`config.mk`:
```
export PLATFORM = sky130hd
export DESIGN_NAME = bsram_arbiter
export DESIGN_NICKNAME = d
export VERILOG_FILES = /design/src/rtl/bsram_arbiter.sv
export SDC_FILE = /design/constraint.sdc
export NUM_CORES = 1
export LEC_CHECK = 0
export ABC_CLOCK_PERIOD_IN_PS = 9490
export CAP_MARGIN = 25
export CORE_ASPECT_RATIO = 1.2
export CORE_MARGIN = 4
export CORE_UTILIZATION = 25
export DETAILED_ROUTE_END_ITERATION = 7
export SLEW_MARGIN = 10
export SYNTH_ARGS = -nofsm -noshare
export SYNTH_HDL_FRONTEND = slang
export SYNTH_SLANG_ARGS = --single-unit
export TNS_END_PERCENT = 1
```
`constraint.sdc`:
```
create_clock -name MEMORY_CLK -period 9.49 [get_ports MEMORY_CLK]
set_clock_uncertainty 0.05 [all_clocks]
set_input_delay 2.847 -clock MEMORY_CLK [delete_from_list [all_inputs] [get_ports MEMORY_CLK]]
set_output_delay 2.847 -clock MEMORY_CLK [all_outputs]
set_load 0.02 [all_outputs]
```
`src/rtl/bsram_arbiter.sv`:
```
// Arbitrates boot/CPU writes and CPU/LCD reads onto a semi-dual-port BSRAM.
// Optional `define BSRAM_ARB_LCD_PRIO_EN: LCD reads get fixed priority over CPU reads.
module bsram_arbiter #(
   parameter int unsigned ADDR_W       = 13,
   parameter int unsigned DATA_W       = 8,
   parameter int unsigned READ_LATENCY = 2
) (
   input  logic              MEMORY_CLK,
   input  logic              rst,
   input  logic              boot_wr_req,
   input  logic [ADDR_W-1:0] boot_wr_addr,
   input  logic [DATA_W-1:0] boot_wr_data,
   output logic              boot_wr_gnt,
   input  logic              cpu_wr_req,
   input  logic [ADDR_W-1:0] cpu_wr_addr,
   input  logic [DATA_W-1:0] cpu_wr_data,
   output logic              cpu_wr_gnt,
   input  logic              cpu_rd_req,
   input  logic [ADDR_W-1:0] cpu_rd_addr,
   output logic              cpu_rd_gnt,
   input  logic              lcd_rd_req,
   input  logic [ADDR_W-1:0] lcd_rd_addr,
   output logic              lcd_rd_gnt,
   output logic [DATA_W-1:0] rd_data,
   output logic              rd_valid,
   output logic              rd_tag,
   input  logic              boot_busy,
   output logic              cea,
   output logic [ADDR_W-1:0] ada,
   output logic [DATA_W-1:0] din,
   output logic              ceb,
   output logic [ADDR_W-1:0] adb,
   output logic              oce,
   output logic              reseta,
   output logic              resetb,
   input  logic [DATA_W-1:0] dout
);

   localparam int unsigned PIPE_D = 1 + READ_LATENCY;

   typedef enum logic {
      SRC_CPU = 1'b0,
      SRC_LCD = 1'b1
   } rd_src_e;

   logic              defer_q, defer_d;
   logic              cea_q, cea_d;
   logic [ADDR_W-1:0] ada_q, ada_d;
   logic [DATA_W-1:0] din_q, din_d;
   logic              ceb_q, ceb_d;
   logic [ADDR_W-1:0] adb_q, adb_d;
   logic [PIPE_D-1:0] vld_q, vld_d;
   logic [PIPE_D-1:0] tag_q, tag_d;
   logic              reseta_q, resetb_q;

   logic              boot_gnt, cpu_gnt, wr_any;
   logic [ADDR_W-1:0] wr_addr;
   logic [DATA_W-1:0] wr_data;
   logic              rd_any, rd_gnt, hazard;
   rd_src_e           rd_win;
   logic [ADDR_W-1:0] rd_addr;

`ifdef BSRAM_ARB_LCD_PRIO_EN
   always_comb begin
      rd_win = lcd_rd_req ? SRC_LCD : SRC_CPU;
   end
`else
   rd_src_e rr_ptr_q, rr_ptr_d;

   // rr_ptr_q names the requester that wins the next contended cycle
   always_comb begin
      if (cpu_rd_req && lcd_rd_req) begin
         rd_win = rr_ptr_q;
      end else if (lcd_rd_req) begin
         rd_win = SRC_LCD;
      end else begin
         rd_win = SRC_CPU;
      end
      rr_ptr_d = rr_ptr_q;
      if (rd_gnt && cpu_rd_req && lcd_rd_req) begin
         rr_ptr_d = (rd_win == SRC_CPU) ? SRC_LCD : SRC_CPU;
      end
   end

   always_ff @(posedge MEMORY_CLK) begin
      if (rst) begin
         rr_ptr_q <= SRC_CPU;
      end else begin
         rr_ptr_q <= rr_ptr_d;
      end
   end
`endif

   always_comb begin
      boot_gnt = !rst && boot_wr_req && !defer_q;
      cpu_gnt  = !rst && cpu_wr_req && !boot_wr_req && !boot_busy && !defer_q;
      wr_any   = boot_gnt || cpu_gnt;
      wr_addr  = boot_gnt ? boot_wr_addr : cpu_wr_addr;
      wr_data  = boot_gnt ? boot_wr_data : cpu_wr_data;

      rd_any  = !rst && (cpu_rd_req || lcd_rd_req);
      rd_addr = (rd_win == SRC_LCD) ? lcd_rd_addr : cpu_rd_addr;
      // a read colliding with this cycle's write waits; defer_q then blocks writes
      hazard  = rd_any && wr_any && (rd_addr == wr_addr);
      rd_gnt  = rd_any && !hazard;
   end

   always_comb begin
      defer_d = hazard;
      cea_d   = wr_any;
      ada_d   = wr_any ? wr_addr : ada_q;
      din_d   = wr_any ? wr_data : din_q;
      ceb_d   = rd_gnt;
      adb_d   = rd_gnt ? rd_addr : adb_q;
      vld_d   = {vld_q[PIPE_D-2:0], rd_gnt};
      tag_d   = {tag_q[PIPE_D-2:0], rd_gnt && (rd_win == SRC_LCD)};
   end

   always_ff @(posedge MEMORY_CLK) begin
      if (rst) begin
         defer_q <= 1'b0;
         cea_q   <= 1'b0;
         ada_q   <= '0;
         din_q   <= '0;
         ceb_q   <= 1'b0;
         adb_q   <= '0;
         vld_q   <= '0;
         tag_q   <= '0;
      end else begin
         defer_q <= defer_d;
         cea_q   <= cea_d;
         ada_q   <= ada_d;
         din_q   <= din_d;
         ceb_q   <= ceb_d;
         adb_q   <= adb_d;
         vld_q   <= vld_d;
         tag_q   <= tag_d;
      end
   end

   always_ff @(posedge MEMORY_CLK) begin
      reseta_q <= rst;
      resetb_q <= rst;
   end

   assign boot_wr_gnt = boot_gnt;
   assign cpu_wr_gnt  = cpu_gnt;
   assign cpu_rd_gnt  = rd_gnt && (rd_win == SRC_CPU);
   assign lcd_rd_gnt  = rd_gnt && (rd_win == SRC_LCD);

   assign cea      = cea_q;
   assign ada      = ada_q;
   assign din      = din_q;
   assign ceb      = ceb_q;
   assign adb      = adb_q;
   assign oce      = 1'b1;
   assign reseta   = reseta_q;
   assign resetb   = resetb_q;
   assign rd_valid = vld_q[PIPE_D-1];
   assign rd_tag   = tag_q[PIPE_D-1];
   assign rd_data  = dout;

endmodule
```
# After elaboration in Yosys (flattened, before gate mapping)
# Cells that the tools add are included.
# classes
n_eq_ne	1
reduce_logical	22
bitwise	1
n_div	0
n_lt_le_gt_ge	0
multipliers	0
muxes	6
n_addsub	0
n_shift	0
# ops
cell	n
$mux W13	2
$logic_and A1 B1 Y1	15
$eq A13 B13 Y1	1
$mux W8	1
$logic_not A1 Y1	5
$mux W1	3
$logic_or A1 B1 Y1	2
$not A1 Y1	1
# word_totals
romBits	0
regBits	45
mem_count	0
output_inout_bits	53
ram_bits	0
inputBits	83
latchBits	0
word_cells	40

# Longest topological paths before layout
# depth
word_depth	12
ltp_mapped	12
mapped_depth_nobuf	9

# Worst setup path after synthesis
# No wires, ideal clock.
# synth_path
path_kind	input to output
from	input port boot_wr_req
to	output port cpu_rd_gnt
required_ns	6.593
arrival_ns	5.145
stages	11
setup_slack_ns	1.448
cell_sequence	inv_1 > or3_1 > buf_6 > inv_8 > mux2i_1 > nor3_1 > or4_1 > nor4_4 > a21boi_2 > buf_6 > and2_1
# synth_via
elab_chain_cells	10
word_cells_on_any_way	14
classes_between	1 x eq/ne; 1 x mux; 12 x reduce/logical
# synth_lines
element	line	source
from (decl)	10	input logic boot_wr_req,
parallel branches: the longest is 6 deep, another holds $mux W13	n/a	
$logic_and A1 B1 Y1 (*)	104	hazard = rd_any && wr_any && (rd_addr == wr_addr);
$logic_not A1 Y1 (*)	105	rd_gnt = rd_any && !hazard;
$logic_and A1 B1 Y1 (*)	105	
$logic_and A1 B1 Y1 (*)	148	assign cpu_rd_gnt = rd_gnt && (rd_win == SRC_CPU);
to (decl)	20	output logic cpu_rd_gnt,
# Mark *: on every way between the ends.

# Final worst setup path
# Ends and elaborated chain as after synthesis.

==> results.sh <==
export IMPL_ios=136
export IMPL_post_place_ws_ns=0.3616
export IMPL_cts_tree="built"
export IMPL_ctsResizeCount=0
export IMPL_p_sw_share_pct=26.54
export IMPL_synthesis_area_mm2=0.002394
export IMPL_crit_type="primary input to output port"
export IMPL_avgSynthCellArea_um2=9.313
export IMPL_crit_fanout=14
export IMPL_post_drt_wl_per_cell_um=15.50
export IMPL_fin_util_pct=40.54
export IMPL_ir_worst_vdd_uv=62.21
export IMPL_synth_seq_cells=44
export IMPL_final_hold_violation_count=0
export IMPL_power_frac_comb_pct=26.7
export IMPL_drt_wl_total_um=7423
export IMPL_clock_power_share_pct=33.4
export IMPL_switchingPower_mw=0.1353
export IMPL_cts_setup_buffers=0
export IMPL_layout_min_cycle_time_ns=9.107
export IMPL_syn_nets=340
export IMPL_clockBufferDepth=2
export IMPL_postLayoutCellArea_mm2=0.003720
export IMPL_power_density_mw_per_mm2=137.0
export IMPL_diodes=0
export IMPL_p_seq_share_pct=39.9
export IMPL_synth_seq_area_share_pct=36.80
export IMPL_final_cell_mix="118 x clkdlybuf4s50_1, 44 x dfxtp_1, 37 x mux2i_1"
export IMPL_clk_latency_ns=0.29
export IMPL_leakage_nw=1.358
export IMPL_drc=0
export IMPL_slew_headroom_pct=58.03
export IMPL_grt_antenna_before_repair=0
export IMPL_startpoint_type="primary input"
export IMPL_io_buffer_count=118
export IMPL_die_area_mm2=0.01121
export IMPL_drtIter0Drc=60
export IMPL_cpMostUsedCell="clkdlybuf4s50_1"
export IMPL_postRouteAntennaNets=0
export IMPL_synthDistinctLibCells=35
export IMPL_die_y_um=115.2
export IMPL_intPower_mw=0.3743
export IMPL_dp_cells=472
export IMPL_hpwl_um=5875
export IMPL_critPathBufInv=4
export IMPL_cpMaxStageDelayCell="or4_1"
export IMPL_grt_pass1_wl_um=11700
export IMPL_outcome="completed"
export IMPL_rows=38
export IMPL_dr_pass1_iters=4
export IMPL_grt_use_total_pct=12.95
export IMPL_core_area_mm2=0.009176
export IMPL_clkSinkCount=44
export IMPL_cts_hold_buf=0
export IMPL_drv_cap=0
export IMPL_end_kind="output port"
export IMPL_clk_pin_slew_ns=0.08
export IMPL_cpLargestDelayFamily="simple AND/OR/NAND/NOR gates"
export IMPL_htreeDepth=2
export IMPL_fin_ws_ns=0.3831
export IMPL_finalPower_mw=0.5096
export IMPL_gp_congestion=0.8053
export IMPL_synthCells=257
export IMPL_setup_tns_ns=0
export IMPL_syn_to_final_growth_pct=55.41
export IMPL_chipWidth_um=97.32
export IMPL_fin_crit_sh_pct=95.96
export IMPL_grt_max_degree=39
export IMPL_nets=442
export IMPL_arrival_ns=6.21
export IMPL_grt_overflow=0
export IMPL_timing_max_transition_violations_final=0
export IMPL_vias=2252
export IMPL_first_global_vias=2319
export IMPL_cts_root_buf="clkbuf_8"
export IMPL_grt_setup_unrepaired="no"
export IMPL_hold_class="flop to flop"
export IMPL_start_util_pct=26.08
export IMPL_fmax_mhz=109.8
export IMPL_cts_buffers=5
export IMPL_cp_required_ns=6.59
export IMPL_vias_per_cell=4.701
export IMPL_drive_gt1_share_pct=5.014
export IMPL_holdWs_ns=0.3911
export IMPL_finalNonFillerCells=479
export IMPL_tightest_slew_ns=0.6276
export IMPL_slowest_delay_ns=0.56
export IMPL_yosys_warnings=0
export IMPL_layout_commonest_cell="clkdlybuf4s50_1"
export IMPL_finalSetupViolations=0
export IMPL_postPlaceCellArea_mm2=0.003591
export IMPL_path_cells="clkdlybuf4s50_1 > inv_1 > or3_1 > inv_8 > mux2i_1 > nor3_1 > or4_1 > nor4_4 > a21boi_2 > and2_1 > clkdlybuf4s50_1"
## power by group through the flow
stage	clock network, mW	registers (mW)	logic (mW)
2_1_floorplan	0	0.222	0.0597
3_3_place_gp	0	0.208	0.135
3_5_place_dp	0	0.208	0.137
4_1_cts	0.177	0.204	0.138
5_1_grt	0.182	0.205	0.148
6_report	0.170	0.203	0.136
## cell families after synthesis
| group | after synthesis | synth area share [%] |
|---|---|---|
| and+or+nand+nor | 82 | 19.18 |
| other | 1 | 0.1567 |
| AOI/OAI and AO/OA | 59 | 18.98 |
| xor gates and xnor gates | 2 | 0.7320 |
| muxes | 38 | 15.94 |
| DFF | 44 | 36.80 |
| buffers and inverters | 31 | 8.207 |
## worst paths after layout
path	startpoint	to	slack [ns]	cells past startpoint
max	boot_wr_req	cpu_rd_gnt	0.38	11
min	tag_q[1]	tag_q[2]	0.39	1
max reg2reg	rr_ptr_q	adb[4]	6.43	8
min reg2reg	tag_q[1]	tag_q[2]	0.39	1
## cells in the mapped netlist
master,n,share of area [%]
buf_12,1,0.84
o221a_1,8,3.8
and3_1,11,2.9
buf_2,3,0.63
mux2i_1,37,15
xor2_1,2,0.73
inv_8,1,0.47
nand4b_1,1,0.37
nor4_4,1,0.89
and2_1,2,0.52
o21a_1,8,2.5
nand4_1,1,0.26
a21boi_0,11,3.5
clkbuf_1,11,1.7
a21boi_2,1,0.47
a211oi_1,22,6.9
nor2_1,24,3.8
nor2b_1,7,1.8
conb_1,1,0.16
nand2b_1,2,0.52
inv_1,2,0.31
buf_6,2,0.94
or3_1,3,0.78
buf_4,10,3.1
or4_4,1,0.47
nor3_1,9,1.9
nor4_2,1,0.52
nor4_1,1,0.26
dfxtp_1,44,37
mux2_1,1,0.47
nand2_1,9,1.4
buf_1,1,0.16
or4_1,9,2.8
a21oi_1,1,0.21
o21ai_0,8,1.7
## final cells by class
type                    count  area (um2)
inverters                   3       18.77
clock buffers               5       68.82
flip-flops and latches     44       880.8
multi-input cells         182        1323
well taps                 120       150.1
repair buffers            123        1219
fillers                   911        5456
clock inverters             2       60.06
## registers in the layout, summed over array words and instances, names as in the netlist
name	cells
tag_q	3
defer_q	1
din	8
ada	13
cea	1
rr_ptr_q	1
vld_q	3
resetb	1
adb	13
## per-layer routing
layer  vias up  track usage [%]  part of all wire (%)
met5         -                0                     0
met4         0            3.324                   1.3
met3         7            4.430                   7.7
met2        73            22.74                    49
met1      1027            15.25                    42
li1       1145                -                     -
No activity file was read; power rests on OpenSTA's default activity.
==> RTL edit: new RTL, same settings <==
`READ_LATENCY`: 2 -> 1.
--- a/src/rtl/bsram_arbiter.sv
+++ b/src/rtl/bsram_arbiter.sv
@@ -3,7 +3,7 @@
 module bsram_arbiter #(
    parameter int unsigned ADDR_W       = 13,
    parameter int unsigned DATA_W       = 8,
-   parameter int unsigned READ_LATENCY = 2
+   parameter int unsigned READ_LATENCY = 1
 ) (
    input  logic              MEMORY_CLK,
    input  logic              rst,
Check against the original RTL: not equivalent (Yosys sat finds a counterexample within 4 cycles, from zero or initial values and one cycle with rst high).
==> RTL edit against the original RTL <==
Setup slack improved by 0.14 ns; sequential cell count shrank 2; power decreased by 11%; cell area fell by 2.7%; combinational power rose by 4%; via count fell by 4.0%; synthesized cell count fell by 3.1%; synthesized area down 3.5%; sequential power decreased by 4%; global-route usage increased by 0.098 points; wire length decreased by 1.9%; hold slack worse by 0.0042 ns; critical path type unchanged; largest power group unchanged.
==> RTL edit: results (changes against the original RTL) <==
| Metric | Value |
|---|---|
| Status | `complete, no violations (unchanged)` |
| Post-synth cell types | `34 (was 35)` |
| Gr usage total | `13.0% (was 12.9%)` |
| Clk_lat worst skew | `0.28 ns` |
| Area contributors post-synth | `dfxtp_1 (36%), mux2i_1 (15%), a211oi_1 (7.1%) (was dfxtp_1 (37%), mux2i_1 (15%), a211oi_1 (6.9%))` |
| Ys async rst share | `0% (unchanged)` |
| Largest net degree at the start of global routing | `57 (was 39)` |
| Peak VDD IR | `48.3 uV (was 62.2 uV)` |
| Slowest-stage cell, CP | `or4_4 (was or4_1)` |
| Worst path arrival time | `6.07 ns (was 6.21 ns)` |
| DR vias | `2161 (was 2252)` |
| CP max FO | `17 (was 14)` |
| Syn. warnings | `0 (unchanged)` |
| Pre-CTS setup slack | `0.489 ns (was 0.362 ns)` |
| Tightest Pin Transition | `0.598 ns (was 0.628 ns)` |
| Commonest cells in the netlist | `dfxtp_1 (42), mux2i_1 (34), nor2_1 (26) (was dfxtp_1 (44), mux2i_1 (37), nor2_1 (24))` |
| Slowest stage delay, CP | `0.54 ns (was 0.56 ns)` |
| Initial antenna violation count | `0 (unchanged)` |
| Worst hold path type | `flop to flop (unchanged)` |
| Root buffer cell | `clkbuf_8 (unchanged)` |
| Routed length per instance | `15.4 um (was 15.5 um)` |
| Routability cong. | `0.739 (was 0.805)` |
| Layout cells sized above 1 | `5.97% (was 5.01%)` |
| First-pass iteration count of the detailed router | `4 (unchanged)` |
| Clock Pin Slew Worst Setup and Hold Paths | `0.08 ns (about the same)` |
| Post-CTS Resized | `0 (unchanged)` |
| Total Nets Final | `436 (was 442)` |
| Pleak | `1.37 nW (was 1.36 nW)` |
| PortBufs | `118 (unchanged)` |
| Dpl cell area | `3540 um2 (was 3590 um2)` |
| DP HPWL | `5.61 mm (was 5.87 mm)` |
| Post-CTS Setup Inserts | `0 (unchanged)` |
| Register area share after synthesis | `36.4% (was 36.8%)` |
| Fmax | `112 MHz (was 110 MHz)` |
| H-tree depth | `2 (unchanged)` |
| Max Buffers Root-to-Sink | `2 (unchanged)` |
| Syn_nets | `332 (was 340)` |
| Total CTS buffers | `5 (unchanged)` |
| Number of antenna repair diodes | `0 (unchanged)` |
| First-pass GRT wire length | `11.0 mm (was 11.7 mm)` |
| Filler Cell Count | `910 (was 911)` |
| Initial DRC Count | `51 (was 60)` |
RTL edit: cell count changes after synthesis, sizes merged, moves of 5 or more:
cell and delta:
nand2b +11, o221a -8, o21bai +11, nand2 -7, o21ai -5, or4 -6
RTL edit: cell type report:
cell class / instances / area share [%]
multi-input combinational: 179 / 36.5
timing repair buffer: 124 / 33.7
sequential: 42 / 23.2
tap: 120 / 4.15
clock buffer: 6 / 2.28
inverter: 1 / 0.104
RTL edit: cells by family after synthesis:
family,after synthesis,share of synthesized area [%]
AND/OR/NAND/NOR,82,20.9
AO/OA/AOI/OAI,57,18.6
flip-flops,42,36.4
multiplexers,37,16.2
buffers and inverters,28,6.98
XOR/XNOR,2,0.758
other,1,0.162
RTL edit: report_power, final:
group | switching [W] | internal (W)
registers | 0.00000587 | 0.000189
clock network | 0.0000606 | 0.0000563
logic | 0.0000652 | 0.0000754
total | 0.000132 | 0.000320
RTL edit: worst max-delay path: cells and delay by family:
kind,cells,cell delay (ns)
AOI/OAI and AO/OA,1,0.12
muxes,1,0.33
buffers and inverters,3,1.37
and+or+nand+nor,5,1.40
RTL edit: metrics by stage:
stage	instances	util, %
2_1_floorplan	249	-
3_3_place_gp	466	39.2
3_5_place_dp	466	39.2
4_1_cts	472	40.1
5_1_grt	472	40.1
6_report	472	40.1
RTL edit: path summary, 6_finish.rpt:
check,slack [ns],from,to,cells after the start
min,0.39,tag_q[0],tag_q[1],1
max reg2reg,6.40,defer_q,adb[11],9
max,0.53,boot_wr_req,cpu_rd_gnt,10
min reg2reg,0.39,tag_q[0],tag_q[1],1
RTL edit: routing by layer:
layer	wire length, um	vias to the layer above	global-route usage (%)
li1	-	1090	-
met1	3180	987	16.0
met2	3540	80	22.6
met3	541	4	3.46
met4	30	0	2.75
met5	0	-	0
